<file path="src/rtl/fht_frame_ctrl.sv">
// Frame sequencer for fht_top: scatters one sample frame into the four
// input banks, kicks the transform, then streams the result banks out.
module fht_frame_ctrl #(
   parameter int D_BIT  = 16,
   parameter int A_BIT  = 8,
   parameter int RD_LAT = 2
) (
   input  logic             iCLK,
   input  logic             iRESET,
   input  logic             iEN,
   input  logic [D_BIT-1:0] iS_DATA,
   input  logic             iS_VALID,
   output logic             oS_READY,
   output logic [3:0]       oWE,
   output logic [D_BIT-1:0] oDATA_WR,
   output logic [A_BIT-1:0] oADDR_WR,
   output logic             oSTART,
   input  logic             iFHT_RDY,
   output logic [A_BIT-1:0] oADDR_RD,
   input  logic [D_BIT-1:0] iRD_DATA_0,
   input  logic [D_BIT-1:0] iRD_DATA_1,
   input  logic [D_BIT-1:0] iRD_DATA_2,
   input  logic [D_BIT-1:0] iRD_DATA_3,
   output logic [D_BIT-1:0] oM_DATA_0,
   output logic [D_BIT-1:0] oM_DATA_1,
   output logic [D_BIT-1:0] oM_DATA_2,
   output logic [D_BIT-1:0] oM_DATA_3,
   output logic             oM_VALID,
   input  logic             iM_READY,
   output logic             oBUSY,
   output logic             oFRAME_DONE,
   output logic [23:0]      oRUN_CYC
);

   typedef enum logic [2:0] {
      IDLE, LOAD, START, WAIT_LO, RUN, DRAIN
   } state_t;

   localparam logic [A_BIT+1:0] K_LAST = '1;
   localparam logic [A_BIT-1:0] B_LAST = '1;

   state_t              state, state_nxt;
   logic [A_BIT+1:0]    k;
   logic [A_BIT:0]      r;
   logic [A_BIT-1:0]    beat;
   logic [23:0]         acc;
   logic [RD_LAT-1:0]   vld;
   logic [2:0]          inflight;
   logic [2:0]          fifo_cnt;
   logic [1:0]          wp, rp;
   logic [4*D_BIT-1:0]  fifo [4];
   logic [4*D_BIT-1:0]  head;
   logic                s_hs, load_last, issue, arrive, pop;

   assign oS_READY  = (state == LOAD);
   assign s_hs      = iS_VALID & oS_READY;
   assign load_last = s_hs & (k == K_LAST);
   assign oBUSY     = (state != IDLE);
   assign oADDR_RD  = r[A_BIT-1:0];

   // Credit rule: never have more reads outstanding than free FIFO slots.
   assign issue  = (state == DRAIN) & ~r[A_BIT] &
                   (({1'b0, fifo_cnt} + {1'b0, inflight}) < 4'd4);
   assign arrive = vld[RD_LAT-1];

   assign oM_VALID    = (fifo_cnt != 3'd0);
   assign pop         = oM_VALID & iM_READY;
   assign oFRAME_DONE = pop & (beat == B_LAST);

   assign head      = oM_VALID ? fifo[rp] : '0;
   assign oM_DATA_0 = head[D_BIT-1:0];
   assign oM_DATA_1 = head[2*D_BIT-1:D_BIT];
   assign oM_DATA_2 = head[3*D_BIT-1:2*D_BIT];
   assign oM_DATA_3 = head[4*D_BIT-1:3*D_BIT];

   always_comb begin
      state_nxt = state;
      unique case (state)
         IDLE:    if (iEN) state_nxt = LOAD;
         LOAD:    if (load_last) state_nxt = START;
         START:   state_nxt = WAIT_LO;
         WAIT_LO: if (!iFHT_RDY) state_nxt = RUN;
         RUN:     if (iFHT_RDY) state_nxt = DRAIN;
         DRAIN:   if (oFRAME_DONE) state_nxt = IDLE;
         default: state_nxt = IDLE;
      endcase
   end

   always_ff @(posedge iCLK) begin
      if (iRESET) begin
         state    <= IDLE;
         k        <= '0;
         oWE      <= '0;
         oDATA_WR <= '0;
         oADDR_WR <= '0;
         oSTART   <= 1'b0;
         acc      <= '0;
         r        <= '0;
         beat     <= '0;
         vld      <= '0;
         inflight <= '0;
         fifo_cnt <= '0;
         wp       <= '0;
         rp       <= '0;
      end else begin
         state  <= state_nxt;
         oSTART <= (state == START);
         oWE    <= '0;
         if (s_hs) begin
            oWE      <= 4'b0001 << k[1:0];
            oADDR_WR <= k[A_BIT+1:2];
            oDATA_WR <= iS_DATA;
            k        <= k + (A_BIT+2)'(1);
         end
         // Every RDY-low cycle after the start pulse counts, WAIT_LO included.
         if (state == START)
            acc <= '0;
         else if (!iFHT_RDY && (state == WAIT_LO || state == RUN) &&
                  acc != 24'hFF_FFFF)
            acc <= acc + 24'd1;
         if (state != DRAIN)
            r <= '0;
         else if (issue)
            r <= r + (A_BIT+1)'(1);
         vld      <= (vld << 1) | RD_LAT'(issue);
         inflight <= inflight + 3'(issue) - 3'(arrive);
         fifo_cnt <= fifo_cnt + 3'(arrive) - 3'(pop);
         if (arrive) wp <= wp + 2'd1;
         if (pop) begin
            rp   <= rp + 2'd1;
            beat <= beat + A_BIT'(1);
         end
      end
   end

   always_ff @(posedge iCLK) begin
      if (arrive)
         fifo[wp] <= {iRD_DATA_3, iRD_DATA_2, iRD_DATA_1, iRD_DATA_0};
   end

   always_ff @(posedge iCLK) begin
      if (!iRESET && state == RUN && iFHT_RDY)
         oRUN_CYC <= acc;
   end

endmodule

</file>
<file path="config.mk">
export PLATFORM = sky130hd
export DESIGN_NAME = fht_frame_ctrl
export DESIGN_NICKNAME = d
export VERILOG_FILES = /design/src/rtl/fht_frame_ctrl.sv
export SDC_FILE = /design/constraint.sdc
export NUM_CORES = 1
export LEC_CHECK = 0
export CORE_ASPECT_RATIO = 1.4
export CORE_MARGIN = 2
export CORE_UTILIZATION = 40
export CTS_BUF_LIST = sky130_fd_sc_hd__clkbuf_16
export CTS_CLUSTER_SIZE = 16
export DETAILED_ROUTE_END_ITERATION = 12
export PLACE_DENSITY = 0.72
export SLEW_MARGIN = 20
export SYNTH_ARGS = -nofsm -noshare
export SYNTH_HDL_FRONTEND = slang
export SYNTH_SLANG_ARGS = --single-unit
</file>
<file path="constraint.sdc">
create_clock -name iCLK -period 5.9 [get_ports iCLK]
set_input_delay 1.18 -clock iCLK [delete_from_list [all_inputs] [get_ports iCLK]]
set_output_delay 1.18 -clock iCLK [all_outputs]
set_load 0.01 [all_outputs]
</file>
Word level (Yosys, flattened, before mapping). Memories as Yosys holds them, arrays and structs flattened. A register that Yosys moved wholly into a read port is not among the register bits. Cells that the tools add are included.

Add/subtract/negate cells: 11. Order comparisons: 1. Eq/ne operators: 14. Shift-type cells: 1. Muxes and demuxes: 11. Bitwise logic cells: 9. Reduce and logical (&&, ||, !) cells: 14.

Operators with widths (count): two-way mux 64 bit (1); adder 24 x 1 -> 24 bit (second input constant) (1); != test 24 bit (second input constant) (1); case mux 3 bit (6 select lines) (1); two-way mux 3 bit (5); adder 10 x 1 -> 10 bit (second input constant) (1); == test 10 bit (second input constant) (1); adder 9 x 1 -> 9 bit (second input constant) (1); adder 8 x 1 -> 8 bit (second input constant) (1); == test 8 bit (second input constant) (1); != test 2 bit (second input constant) (4); adder 3 x 1 -> 3 bit (2); AND 1 bit (6); == test 3 x 2 -> 1 bit (second input constant) (2); == test 3 bit (second input constant) (2); nonzero test 3 bit (2); OR reduction 2 bit (3); subtractor 3 x 1 -> 3 bit (2); AND reduction 5 bit (1); adder 2 x 1 -> 2 bit (second input constant) (2); adder 3 x 3 -> 4 bit (1); logical AND 1 bit (4); < comparator 4 x 3 -> 1 bit (second input constant) (1); two-way mux 2 bit (2); other kinds (10) (13).

Bits in registers: 119. Memory bits (writable): 256. Input port bits: 86. Output and inout bits: 129. Word-level logic and storage cells: 77. Memories kept: 1.

Memory list: fifo (depth 4, width 64, read ports 1, clocked after Yosys merged registers in 1, wr ports 1, RTL line 51) `logic [4*D_BIT-1:0] fifo [4];`.

Longest topological paths before layout. Gate-level depths: netlist of the first run.

Depth in word-level cells: 5. Mapped depth: 12.

Worst setup path after synthesis of the first run. No wires, ideal clock.

Path kind: input -> register. From: in iRESET. To: reg oRUN_CYC[0], enable pin. Library setup time: 0.435 ns. Arrival time: 3.300 ns. Data required time: 5.465 ns. Setup slack: 2.165 ns. Cell stages on the path: 3. Path through: clkbuf_1 -> buf_1 -> nor3_1.

Longest elaborated chain between the ends: 3.

RTL lines: from (decl) (RTL line 9) `input logic iRESET,`; logical NOT 1 bit (RTL line 142) `if (!iRESET && state == RUN && iFHT_RDY)`; logical AND 1 bit (2 in a row) (RTL line 142); to (signal assigned) (RTL line 143) `oRUN_CYC <= acc;`; to (decl) (RTL line 32) `output logic [23:0] oRUN_CYC`.

No other way between the ends. A chain may end at the register's enable or synchronous reset.

==> impl_results.md, run 1 <==
- Result of the run: finished, final reports clean
- Skew final: 0.0112 ns
- Rows: 82
- Most common library cells after synthesis: edfxtp_1 (280), dfxtp_1 (97), nand2_1 (80)
- Synth Instances: between 900 and 1000
- Cell count after placement: ~1600
- HPWL reported at the end of detailed placement: roughly 18000 um
- Simple-Gate Fraction of Synth Area: a little over a tenth
- Tcrit/Tclk final: between 70% and 80%
- Chip Height: around 230 um
- Detailed-routing iteration count for the pre-antenna-repair pass: 4
- Vias per cell: about 5.1
- Time the final worst path needs with I/O delays and setup: 4.23 ns
- Post-synthesis adder-cell area fraction: under 10%
- Sequential share of the synthesized area: between 70% and 80%
- Final global-route overflow total: 0
- Count of endpoints failing setup in the final report: 0
- Port Buffer Count: ~210
- Final wirelength: 29900 um
- Pin count of the biggest net entering global routing: 65
- Parity-gate share of the synthesized area counting xor and xnor cells: roughly 2.2%
- Most repeated cell in the gate-level netlist after synthesis: edfxtp_1
- Antenna-violating nets left: 0
- Seq cells post-synth: 377
- Delay contributed by the slowest stage of the critical path: 0.86 ns
- Top post-synthesis cells by area: edfxtp_1 (57%), dfxtp_1 (13%), mux4_2 (9.9%)
- Post-layout instance count excluding filler cells: approximately 1600
- Critical path class: reg -> out
- Synth-to-layout area growth: 24.8%
- Slowest CP cell: dfxtp_4
- Startpoint types: flip-flop
- Boundary Pins: 215
- TritonCTS Sinks: around 380
- Number of setup buffers added after CTS: 0
- Number of antenna cells inserted: 0
- First-pass GRT wire length: roughly 47000 um
- Tot GR Track Use: between 10% and 20%
- Buffer levels on the longest clock path: 3
- Maximum Capacitance Violations: 0
- Post-synthesis compound-gate area fraction: 2.84%
- Count of different cell masters after synthesis: 52
- TritonCTS clock tree: yes
- Max Freq: between 0.2 and 0.25 GHz
- Worst Setup End Kind: output pin
- Starting utilization of the core area: 40.7%
- Core Area: between 30000 and 40000 um^2
- Syn Nets: slightly above 1000
- Placer congestion estimate: between 0.7 and 0.8
- Total negative slack for setup checks: 0 ns
- DRC viols: 0
- Via count: slightly above 8000
- Die Footprint: approximately 38000 um^2
- Worst path required time: 4.72 ns
- Post-Syn Area: about 15000 um^2
- Top-area cell type share of the netlist area: between 50 and 60%
- Final net count: 1238
- Max transition margin: between 30 and 40%
- Hold slack: between 0.4 and 0.5 ns
- Cell at the root of the clock tree: clkbuf_16
- CTS H-Tree Depth: 2
- Critical Path AT: between 3 and 4 ns
- Number of instances resized during post-cts repair: 0
- Fraction of final layout cells sized beyond drive strength 1: a little under an eighth
- Per-cell routed wire length: 18.4 um
- Clock latency on the worst-skew pair: ~0.52 ns
- Initial drt markers: around 330
- Total number of yosys warnings: 0
- Filler cell count in the final layout: 3055
- Asr flop ratio synth: 0%
- Slew at the pin closest to its max-slew limit: approximately 1.0 ns
- Multiplexer share of the synthesized area: 10.1%
- RSZ-0062 raised after global routing: false
- Post-synthesis average cell area: roughly 16 um^2
- Type of the worst min-delay path: reg -> reg
- Max rail drop VDD: 0.243 mV
- Clock transition at the register clock pins on the worst setup and hold paths after CTS: about 0.060 ns
- Antenna violations before repair: 3
- Largest family of logic cells by synthesized area: simple AND/OR/NAND/NOR gates
- Dominant cell type by area after synthesis: edfxtp_1
- Number of synthesized flops with an enable pin: 280
- Number of global-route vias before repair: 8559
- Number of buffers added to fix hold violations after cts: 0
- Footprint of the flip-flops and latches: 10400 um^2
- Dominant synthesized flop cell: edfxtp_1
- Leakage power figure: just under 6 nW
- Endpoints failing hold: 0
- Cts bufs inserted: 37
- Cells along the critical path: buf_4 -> mux4_2 -> and2_1 -> clkdlybuf4s50_1
- Die Width: 166 um
- Maximum fanout along the worst path: 37
- Area of combinational cells with multiple inputs: 4010 um^2
- Final Max Slew Viols: 0
- Total power density per cell area: about 360 nW/um^2
-- worst paths after layout --
check                              start                endpoint  slack, ns  cells past startpoint
hold reg to reg        vld[0]$_SDFF_PP0_       vld[1]$_SDFF_PP0_       0.45                      1
hold / removal         vld[0]$_SDFF_PP0_       vld[1]$_SDFF_PP0_       0.45                      1
setup / recovery               flip-flop           oM_DATA_1[14]       1.67                      4
setup reg to reg  fifo_cnt[2]$_SDFF_PP0_  inflight[2]$_SDFF_PP0_       3.09                     11
-- layer usage --
layer  share of wire, %  vias up  track usage [%]
met1                 39     4162             17.5
li1                   -     3893                -
met4                1.9        6             4.32
met3                5.0       40             3.75
met5               0.13        -                0
met2                 54      187             28.9
-- registers in the layout, summed over array words and instances (netlist names), 3 cells and up, named ones only --
register / flops
k: 10
acc: 24
fifo: 256
r: 9
oWE: 4
inflight: 3
state: 3
oRUN_CYC: 24
oDATA_WR: 16
fifo_cnt: 3
beat: 8
oADDR_WR: 8
-- power by group --
part | switching (W) | internal, W | leakage, nW | total, W
Sequential | 0.000137 | 0.00287 | 3.36 | 0.00301
Combinational | 0.000577 | 0.000889 | 2.02 | 0.00147
Clock | 0.000954 | 0.00115 | 0.541 | 0.00210
Total | 0.00167 | 0.00491 | 5.92 | 0.00657
-- metrics by stage --
stage | area [um^2] | total power [W] | utilization (%) | setup WS (ns)
3_5_place_dp | 17200 | 0.00458 | 47.9 | 1.78
3_3_place_gp | 17200 | 0.00457 | 47.9 | 1.87
4_1_cts | 18300 | 0.00669 | 50.9 | 1.54
6_report | 18300 | 0.00657 | 50.9 | 1.67
2_1_floorplan | 14600 | 0.00383 | - | 2.17
5_1_grt | 18300 | 0.00686 | 50.9 | 1.42
-- final cells by class --
class	count	share of cell area (%)
inverters	13	0.267
repair buffers	222	12.0
clock inverters	27	0.781
flip-flops and latches	377	56.7
well taps	462	3.17
multi-input cells	485	22.0
clock buffers	37	5.07
-- placed cells by master, fill, tap and decap left out, drive strengths merged, types with 3 or more instances in the layout --
master and instances:
edfxtp 280, clkdlybuf4s50 213, dfxtp 97, nand2 80, and2 70, mux4 64
nor2 48, a21oi 44, clkbuf 37, inv 21, xnor2 19, xor2 18
clkinv 17, nand4 14, ha 14, and4 12, and3 11, nand3 11
o21ai 11, nor3 10, buf 9, or3 8, nor2b 6, nor4 5
mux2i 4, nand2b 3, o31ai 3, nor4b 3, or4 3
-- cells by family after synthesis --
| kind of cell | Yosys count |
|---|---|
| AND/OR/NAND/NOR | 291 |
| adder cells (fa/ha/maj) | 16 |
| multiplexers | 68 |
| buffers and inverters | 64 |
| AO/OA/AOI/OAI | 73 |
| flip-flops | 377 |
| XOR/XNOR | 37 |
-- critical path, delay by kind of cell, from the launching register on --
kind                   cells  cell delay [ns]
multiplexers               1             0.56
AND/OR/NAND/NOR            1             0.17
flip-flops                 1             0.86
buffers and inverters      2             0.91
(Power assumes the default switching activity.)
==> run 2: changes to the inputs <==
clock period = 4.4 ns   (was 5.9 ns; I/O delays follow)
==> run 2 against run 1 <==
Against the previous run:
- wire length fell by 1.6%
- critical endpoint is now oM_DATA_2[14]
- largest cell class unchanged
- first-iteration DRC count up 43%
- clock power increased by 42%
- combinational power increased by 39%
- sequential cell count is the same
- global-route usage up 0.13 points
- largest power group unchanged
- sequential share of layout area decreased by 0.32 points
==> impl_results.md, run 2 (same netlist as run 1, synthesis figures left out) <==
- Result of the run: finished, final reports clean
- Critical Path AT: 2.71 ns (-0.34 ns)
- Total negative slack for setup checks: 0 ns (unchanged)
- Final global-route overflow total: 0 (unchanged)
- Startpoint types: flip-flop
- Endpoints failing hold: 0 (unchanged)
- Critical path's top delay family: buffers and inverters
- Number of instances resized during post-cts repair: 0 (unchanged)
- Max Freq: between 0.2 and 0.3 GHz
- Clock transition at the register clock pins on the worst setup and hold paths after CTS: 0.06 ns (about the same)
- Top library cells by usage in the layout, fill and taps aside: edfxtp_1 (280), clkdlybuf4s50_1 (213), dfxtp_1 (95), nand2_1 (80), and2_1 (66)
- Largest registers: fifo (256), acc (24), oRUN_CYC (24)
- Worst path required time: 3.52 ns (-1.20 ns)
- Leading cell type in the layout, fill and taps excluded: edfxtp_1
- Power Total: 0.00901 W (+37%)
- Cells along the critical path: buf_12 -> mux4_2 -> and2_1 -> clkdlybuf4s50_1
- Met3 GRT Util: 3.68% (-0.069 points)
- Rows: 82 (unchanged)
- Time the final worst path needs with I/O delays and setup: about 3.6 ns
- Layer with the highest usage after global routing: met2
- Per-cell routed wire length: 18.1 um (-1.8%)
- Type of the worst min-delay path: reg -> reg
- Sum of buffers and inverters on the critical path: 2 (unchanged)
- CTS H-Tree Depth: 2 (unchanged)
- Slowest CP cell: dfxtp_4
- First-pass GRT wire length: 47000 um (+0.40%)
- Placer congestion estimate: 0.789 (about the same)
- HPWL reported at the end of detailed placement: 18000 um (-1.3%)
- Fraction of final layout cells sized beyond drive strength 1: 12.3% (+0.31 points)
- Via count: 8227 (-0.74%)
- Final net count: 1238 (unchanged)
- Final wirelength: 29400 um (-1.6%)
- Core Area: 35900 um^2 (unchanged)
- Tcrit/Tclk final: about four fifths
- TritonCTS Sinks: 377 (unchanged)
- Maximum fanout along the worst path: 36 (-2.7%)
- Worst Setup End Kind: output pin
- Count of endpoints failing setup in the final report: 0 (unchanged)
- RSZ-0062 raised after global routing: false
- Delay contributed by the slowest stage of the critical path: 0.59 ns (-0.27 ns)
- Number of setup buffers added after CTS: 0 (unchanged)
- Max transition margin: 31.4% (-0.69 points)
- Synth-to-layout area growth: 25.6%
- Filler cell count in the final layout: 2996 (-1.9%)
- Critical path class: reg -> out
- Antenna-violating nets left: 0 (unchanged)
- Pin count of the biggest net entering global routing: 65 (unchanged)
- Starting utilization of the core area: 40.7% (unchanged)
- Maximum Capacitance Violations: 0 (unchanged)
- Port Buffer Count: 214 (unchanged)
- Number of antenna cells inserted: 0 (unchanged)
- Area of combinational cells with multiple inputs: 4010 um^2 (unchanged)
- TritonCTS clock tree: yes
- Register bank with the most flops: fifo
- Global-route track usage on met2: 28.3% (-0.54 points)
- Max reg flops: 256 (unchanged)
- Die Width: 166 um (unchanged)
- Footprint of the flip-flops and latches: 10400 um^2 (unchanged)
- Met1 capacity usage during global routing: 18.3% (+0.80 points)
- Cts bufs inserted: 37 (unchanged)
- Leakage power figure: 5.99 nW (+1.1%)
- Final Max Slew Viols: 0 (unchanged)
- Total power density per cell area: 490 nW/um^2 (+36%)
- Tot GR Track Use: 15.6% (+0.13 points)
- Post-place setup slack: 0.933 ns (-0.846 ns)
- Setup slack after layout: 0.806 ns (-0.866 ns)
- Max rail drop VDD: 0.313 mV (+29%)
- Number of global-route vias before repair: 8735 (+2.1%)
- Number of buffers added to fix hold violations after cts: 0 (unchanged)
- Boundary Pins: 215 (unchanged)
- Antenna violations before repair: 1 (-2)
- Detailed-routing iteration count for the pre-antenna-repair pass: 4 (unchanged)
- Buffer levels on the longest clock path: 3 (unchanged)
- Clock latency on the worst-skew pair: 0.52 ns (about the same)
- Chip Height: 230 um (unchanged)
- Cell at the root of the clock tree: clkbuf_16
- DRC viols: 0 (unchanged)
- Initial drt markers: 466 (+43%)
- Die Footprint: 38100 um^2 (unchanged)
- Skew final: 0.0115 ns (+0.000254 ns)
- Slew at the pin closest to its max-slew limit: 1.03 ns (+0.0104 ns)
- Vias per cell: 5.06 (-0.92%)
==> run 2: layer usage <==
layer  part of all wire (%)  vias up
met4                    2.3        2
met5                  0.044        -
met3                    5.3       46
met1                     40     4086
met2                     53      191
li1                       -     3902
==> run 2: path summary, 6_finish.rpt <==
kind                                               end                   start  cells past startpoint  slack (ns)
worst max register to register  inflight[2]$_SDFF_PP0_  fifo_cnt[2]$_SDFF_PP0_                     11        1.58
worst min-delay path                 vld[1]$_SDFF_PP0_       vld[0]$_SDFF_PP0_                      1        0.44
worst max-delay path                     oM_DATA_2[14]               flip-flop                      4        0.81
worst min register to register       vld[1]$_SDFF_PP0_       vld[0]$_SDFF_PP0_                      1        0.44
==> run 2: metrics by stage <==
step	instances	cell area [um^2]	utilization, %	hold slack [ns]
6_report	1626	18400	51.1	0.440
3_3_place_gp	1559	17200	47.9	0.420
2_1_floorplan	926	14600	-	0.414
3_5_place_dp	1559	17200	47.9	0.430
4_1_cts	1626	18400	51.1	0.444
5_1_grt	1626	18400	51.1	0.476
==> run 2: worst reg2reg max path: cells and delay by family, from the launching register on <==
| family | cells | cell delay (ns) |
|---|---|---|
| AND/OR/NAND/NOR | 3 | 0.65 |
| flip-flops | 1 | 0.42 |
| XOR/XNOR | 2 | 0.34 |
| adder cells (fa/ha/maj) | 4 | 1.11 |
| buffers and inverters | 2 | 0.18 |
==> run 2: cell type report <==
class                           count  share of cell area, %
Inverter                           13                  0.266
Tap cell                          462                   3.15
Multi-Input combinational cell    485                   21.9
Timing Repair Buffer              222                   12.0
Clock buffer                       40                   5.45
Clock inverter                     27                  0.865
Sequential cell                   377                   56.4
==> run 2: power breakdown <==
group	total (W)	switching [W]	internal (W)
clock	0.00299	0.00128	0.00171
combinational	0.00205	0.000841	0.00121
sequential	0.00397	0.000120	0.00385
total	0.00901	0.00224	0.00676
==> run 3: changes to the inputs <==
clock period = 3.4 ns   (was 4.4 ns; I/O delays follow)
==> run 3 against run 2 <==
Against the previous run:
- core utilization grew 0.56 points
- combinational power grew 36%
- sequential power grew 28%
- via count grew 1.3%
- worst setup slack lost 0.67 ns
- sequential share of layout area shrank 0.61 points
- wire length grew 2.2%
- power grew 34%
- cell count grew 0.37%
- first-iteration DRC count grew 5.8%
- hold slack gained 0.0033 ns
- critical endpoint is now oM_DATA_3[6]
==> impl_results.md, run 3 (same netlist as run 1, synthesis figures left out) <==
- RSZ-0062 raised after global routing: false
- Type of the worst min-delay path: reg -> reg
- Filler cell count in the final layout: 2946 (-1.7%)
- Critical Path AT: 2.58 ns (-0.13 ns)
- Skew final: 0.0140 ns (+0.00256 ns)
- Port Buffer Count: 214 (unchanged)
- Top library cells by usage in the layout, fill and taps aside: edfxtp_1 (280), clkdlybuf4s50_1 (213), dfxtp_1 (95), nand2_1 (80), and2_1 (66)
- Fraction of final layout cells sized beyond drive strength 1: 13.0% (+0.71 points)
- Reg-to-reg endpoint: inflight[2]$_SDFF_PP0_
- Detailed-routing iteration count for the pre-antenna-repair pass: 4 (unchanged)
- Leakage power figure: 6.07 nW (+1.3%)
- Clock latency on the worst-skew pair: 0.53 ns (about the same)
- Leading cell type in the layout, fill and taps excluded: edfxtp_1
- Endpoints failing hold: 0 (unchanged)
- R2R Setup Slk: 0.53 ns (-1.05 ns)
- Boundary Pins: 215 (unchanged)
- Min-delay src: vld[0]$_SDFF_PP0_
- Post-place setup slack: 0.314 ns (-0.619 ns)
- Worst flop-to-flop path startpoint: fifo_cnt[2]$_SDFF_PP0_
- Synth-to-layout area growth: 26.9%
- Worst hold path stage count: 1 (unchanged)
- Starting utilization of the core area: 40.7% (unchanged)
- Final Max Slew Viols: 0 (unchanged)
- Critical path class: reg -> out
- Register bank with the most flops: fifo
- Chip Height: 230 um (unchanged)
- Buffer levels on the longest clock path: 3 (unchanged)
- Maximum fanout along the worst path: 21 (-42%)
- Total power density per cell area: 649 nW/um^2 (+32%)
- Clock transition at the register clock pins on the worst setup and hold paths after CTS: 0.06 ns (about the same)
- Cell at the root of the clock tree: clkbuf_16
- Max rail drop VDD: 0.450 mV (+44%)
- Per-cell routed wire length: 18.4 um (+1.8%)
- Amount of wire on met3 after detailed routing: 1600 um (+2.9%)
- First-pass GRT wire length: 47800 um (+1.7%)
- CTS H-Tree Depth: 2 (unchanged)
- Footprint of the flip-flops and latches: 10400 um^2 (unchanged)
- Number of setup buffers added after CTS: 0 (unchanged)
- Met1 routed wirelength after detailed routing: 12100 um (+3.6%)
- Placer congestion estimate: 0.806 (+2.2%)
- Final net count: 1244 (+0.48%)
- DRC viols: 0 (unchanged)
- Final wirelength: 30000 um (+2.2%)
- Endpoint of the worst hold path: vld[1]$_SDFF_PP0_
- Time the final worst path needs with I/O delays and setup: 3.26 ns
- Area of combinational cells with multiple inputs: 4010 um^2 (unchanged)
- Worst path required time: 2.72 ns (-0.80 ns)
- Rows: 82 (unchanged)
- Count of endpoints failing setup in the final report: 0 (unchanged)
- Worst Setup End Kind: output pin
- Die Width: 166 um (unchanged)
- Antenna violations before repair: 3 (+2)
- Antenna-violating nets left: 0 (unchanged)
- Initial drt markers: 493 (+5.8%)
- TritonCTS Sinks: 377 (unchanged)
- Max Used Layer: met5
- Hold slack: 0.443 ns (+0.00331 ns)
- Largest registers: fifo (256), acc (24), oRUN_CYC (24)
- Maximum Capacitance Violations: 0 (unchanged)
- Core Area: 35900 um^2 (unchanged)
- Total negative slack for setup checks: 0 ns (unchanged)
- Via count: 8338 (+1.3%)
- Tot GR Track Use: 15.8% (+0.17 points)
- Pin count of the biggest net entering global routing: 66 (+1.5%)
- Vias per cell: 5.11 (+0.98%)
- Number of antenna cells inserted: 0 (unchanged)
- Final global-route overflow total: 0 (unchanged)
- TritonCTS clock tree: yes
- Result of the run: finished, final reports clean
- Max transition margin: 28.9% (-2.5 points)
- Cts bufs inserted: 38 (+2.7%)
- Tcrit/Tclk final: 95.9%
- Max Freq: roughly 0.3 GHz
- Startpoint types: flip-flop
- HPWL reported at the end of detailed placement: 18600 um (+3.4%)
- Max reg flops: 256 (unchanged)
- Slew at the pin closest to its max-slew limit: 1.07 ns (+0.0370 ns)
- Die Footprint: 38100 um^2 (unchanged)
- Post-layout utilization of the core: 51.7% (+0.56 points)
- Sum of met2 wire segment lengths after detailed routing: 15800 um (+2.1%)
- Worst reg2reg path depth: 11 (unchanged)
- Number of global-route vias before repair: 8589 (-1.7%)
- Setup slack after layout: 0.138 ns (-0.667 ns)
## run 3: cell types whose count changed in the layout (fill, tap and decap cells not counted), sizes merged
cell	before	now
buf	9	13
clkinv	14	10
bufinv	1	4
clkinvlp	1	4
clkbuf	40	42
inv	24	22
## run 3: worst max path at each step
stage,start,cells after the start,end,slack [ns]
after floorplan,iRESET,3,oRUN_CYC[0]$_DFFE_PP_,0.17
after global routing,flip-flop,4,oM_DATA_3[6],0.007
final,flip-flop,4,oM_DATA_3[6],0.14
after detailed placement,iM_READY,4,oFRAME_DONE,0.31
after CTS,flip-flop,4,oM_DATA_3[3],0.02
after global placement,iM_READY,4,oFRAME_DONE,0.37
## run 3: where the power goes
group	internal [W]	switching [W]	total [W]
logic	0.00165	0.00114	0.00278
clock network	0.00248	0.00168	0.00416
registers	0.00498	0.000118	0.00510
total	0.00911	0.00294	0.0120
## run 3: cell type report
| cell class | count | share of cell area [%] |
|---|---|---|
| clock buffers | 41 | 5.53 |
| well taps | 462 | 3.11 |
| clock inverters | 27 | 1.27 |
| flip-flops and latches | 377 | 55.8 |
| inverters | 13 | 0.263 |
| multi-input cells | 485 | 21.6 |
| repair buffers | 227 | 12.4 |
## run 3: through the flow
stage               total power, W  std cells  cell area (um^2)
CTS                         0.0122       1631             18500
detailed placement         0.00801       1563             17300
floorplan                  0.00664        926             14600
finish                      0.0120       1632             18600
global route                0.0126       1632             18600
global placement           0.00798       1563             17300
## run 3: routing by layer
metal,up-vias,GRT usage [%]
li1,3920,-
met1,4149,18.9
met2,219,28.3
met3,44,3.75
met4,6,4.21
met5,-,0
## run 3: what timing repair did
action                     4_1_cts  5_1_grt
setup endpoints to repair        0       18
resized for setup                0        1
hold buffers                     0        0
## run 3: worst max-delay path: stages (launching register included)
cell,delay (ns)
dfxtp_4,0.56
buf_12,0.26
mux4_2,0.57
and2_1,0.18
clkdlybuf4s50_1,0.48
==> RTL change: new RTL, flow settings as in run 2 <==
Change the parameter `RD_LAT` from 2 to 1.
--- a/src/rtl/fht_frame_ctrl.sv
+++ b/src/rtl/fht_frame_ctrl.sv
@@ -3,7 +3,7 @@
 module fht_frame_ctrl #(
    parameter int D_BIT  = 16,
    parameter int A_BIT  = 8,
-   parameter int RD_LAT = 2
+   parameter int RD_LAT = 1
 ) (
    input  logic             iCLK,
    input  logic             iRESET,
Formal check against the unedited RTL: no difference found for any inputs over 10 cycles, from zero or initial values and one cycle with iRESET high; that may be too few to reach the edited logic, so the function may still have changed.
==> RTL change against run 2 <==
Via count up 1.2%; area after synthesis down 0.10%; power up 5.1%; wire length up 1.0%; setup slack worse by 0.059 ns; sequential cell count down 1; combinational power down 3%; register-to-register slack worse by 0.12 ns; cell area up 1.4%; first-iteration DRC count up 4.7%; synthesized cell count up 0.43%; worst hold slack better by 0.017 ns; sequential power about the same; die area about the same; largest power group unchanged; highest routed layer unchanged.
==> RTL change: results (changes against run 2) <==
* Worst min-delay path startpoint: oDATA_WR[12]
* Net count after synthesis at 1,032 (+0.39%)
* Worst hold path cell count at 2 (+1)
* Post-DR wirelength/cell at 18.1 um (+0.45%)
* Post-synthesis share of cell area spent on xor and xnor gates at 1.92% (-0.30 points)
* CP max FO at 25 (-31%)
* Number of non-filler instances in the completed layout at 1,635 (+0.55%)
* Result of the run: finished, final reports clean
* Initial antenna violation count at 2 (+1)
* Mapped Avg Cell Area at 15.7 um^2 (-0.53%)
* Clock buffer count from CTS at 38 (+2.7%)
* Clock distribution area overhead in the final layout at 7.37% (+1.1 points)
* Count of cells along the worst register-to-register path at 10 (-1)
* Proportion of synthesized area in mux cells at 10.1% (+0.010 points)
* Post-synthesis sequential element count at 376 (-0.27%)
* Transition time at the pin with the least slew margin at 1.04 ns (+0.0144 ns)
* Ranking of synthesized cells by instance count: sky130_fd_sc_hd__edfxtp_1 (280), sky130_fd_sc_hd__dfxtp_1 (96), sky130_fd_sc_hd__nand2_1 (84), sky130_fd_sc_hd__and2_1 (70), sky130_fd_sc_hd__mux4_2 (64)
* Portion of the layout cell area used by non-clock buffers at 12.1% (+0.11 points)
* Layout fillers at 2,963 (-1.1%)
* GRT Overall Usage at 15.6% (-0.017 points)
* Non-clock buffer count in the final layout at 227 (+2.3%)
* Nets at 1,246 (+0.65%)
* Non-Clock Inverter Count at 17 (+4)
* Longest individual stage delay on the worst path at 0.73 ns (+0.14 ns)
* Worst setup skew after layout at 0.0184 ns (+0.00693 ns)
* Peak supply drop at 0.368 mV (+18%)
* Global-route wire length before repair at 46.2 mm (-1.7%)
* Routability congestion estimate at 0.759 (-3.8%)
* Routed via count at 8,329 (+1.2%)
* Pre-Repair DR Iteration Count at 6 (+2)
* Pin count of the biggest net entering global routing at 66 (+1.5%)
* Fraction of final layout cells with drive strength greater than 1 at 13.5% (+1.2 points)
* Fraction of the mapped netlist area in adder cells at 1.47% (+0.0015 points)
* Vias in the first global route at 8,651 (-0.96%)
* Clock share of power at 37.0% (+3.8 points)
* Resized cells post-CTS at 0 (unchanged)
* Sequential cell area at 10,300 um^2 (-0.19%)
* Net switching power of the design at 2.26 mW (+0.60%)
* Arrival @ worst endpoint at 2.77 ns (+0.06 ns)
* Sequential area share after synthesis at 70.7% (about the same)
* R2r startpoint: state[0]
* Hold Path End: oDATA_WR[12]
* Fraction of area in multi-input gates at 21.5% (-0.35 points)
* Distinct cell type count after synthesis at 56 (+7.7%)
* Leakage power figure at 6.00 nW (+0.26%)
* Multi-Input Combinational at 484 (-0.21%)
* Flop-to-flop setup slack at 1.46 ns (-0.12 ns)
* Compound-Gate Fraction of Synth Area at 3.25% (+0.41 points)
* Power Density at 508 nW/um^2 (+3.6%)
RTL change: layer usage:
layer	GRT usage [%]	part of all wire, %
met2	27.6	52
met3	4.13	6.9
met1	18.3	39
met4	4.55	2.2
met5	0	0.044
RTL change: metrics by stage:
step / setup slack (ns) / utilization (%) / area (um^2) / hold WS [ns]
after global placement: 1.04 / 48.0 / 17200 / 0.441
after CTS: 0.642 / 51.8 / 18600 / 0.459
after floorplan: 1.57 / - / 14600 / 0.432
after detailed placement: 1.03 / 48.0 / 17200 / 0.449
final: 0.747 / 51.8 / 18600 / 0.457
after global routing: 0.553 / 51.8 / 18600 / 0.474
RTL change: worst max-delay path by stage:
stage                          endpoint  slack [ns]  depth (start not counted)
after detailed placement    oFRAME_DONE        1.03                          5
after CTS                  oM_DATA_2[2]        0.64                          4
after global routing      oM_DATA_2[14]        0.55                          4
after floorplan           oM_DATA_0[10]        1.57                          4
final                      oM_DATA_2[2]        0.75                          4
after global placement      oFRAME_DONE        1.04                          5
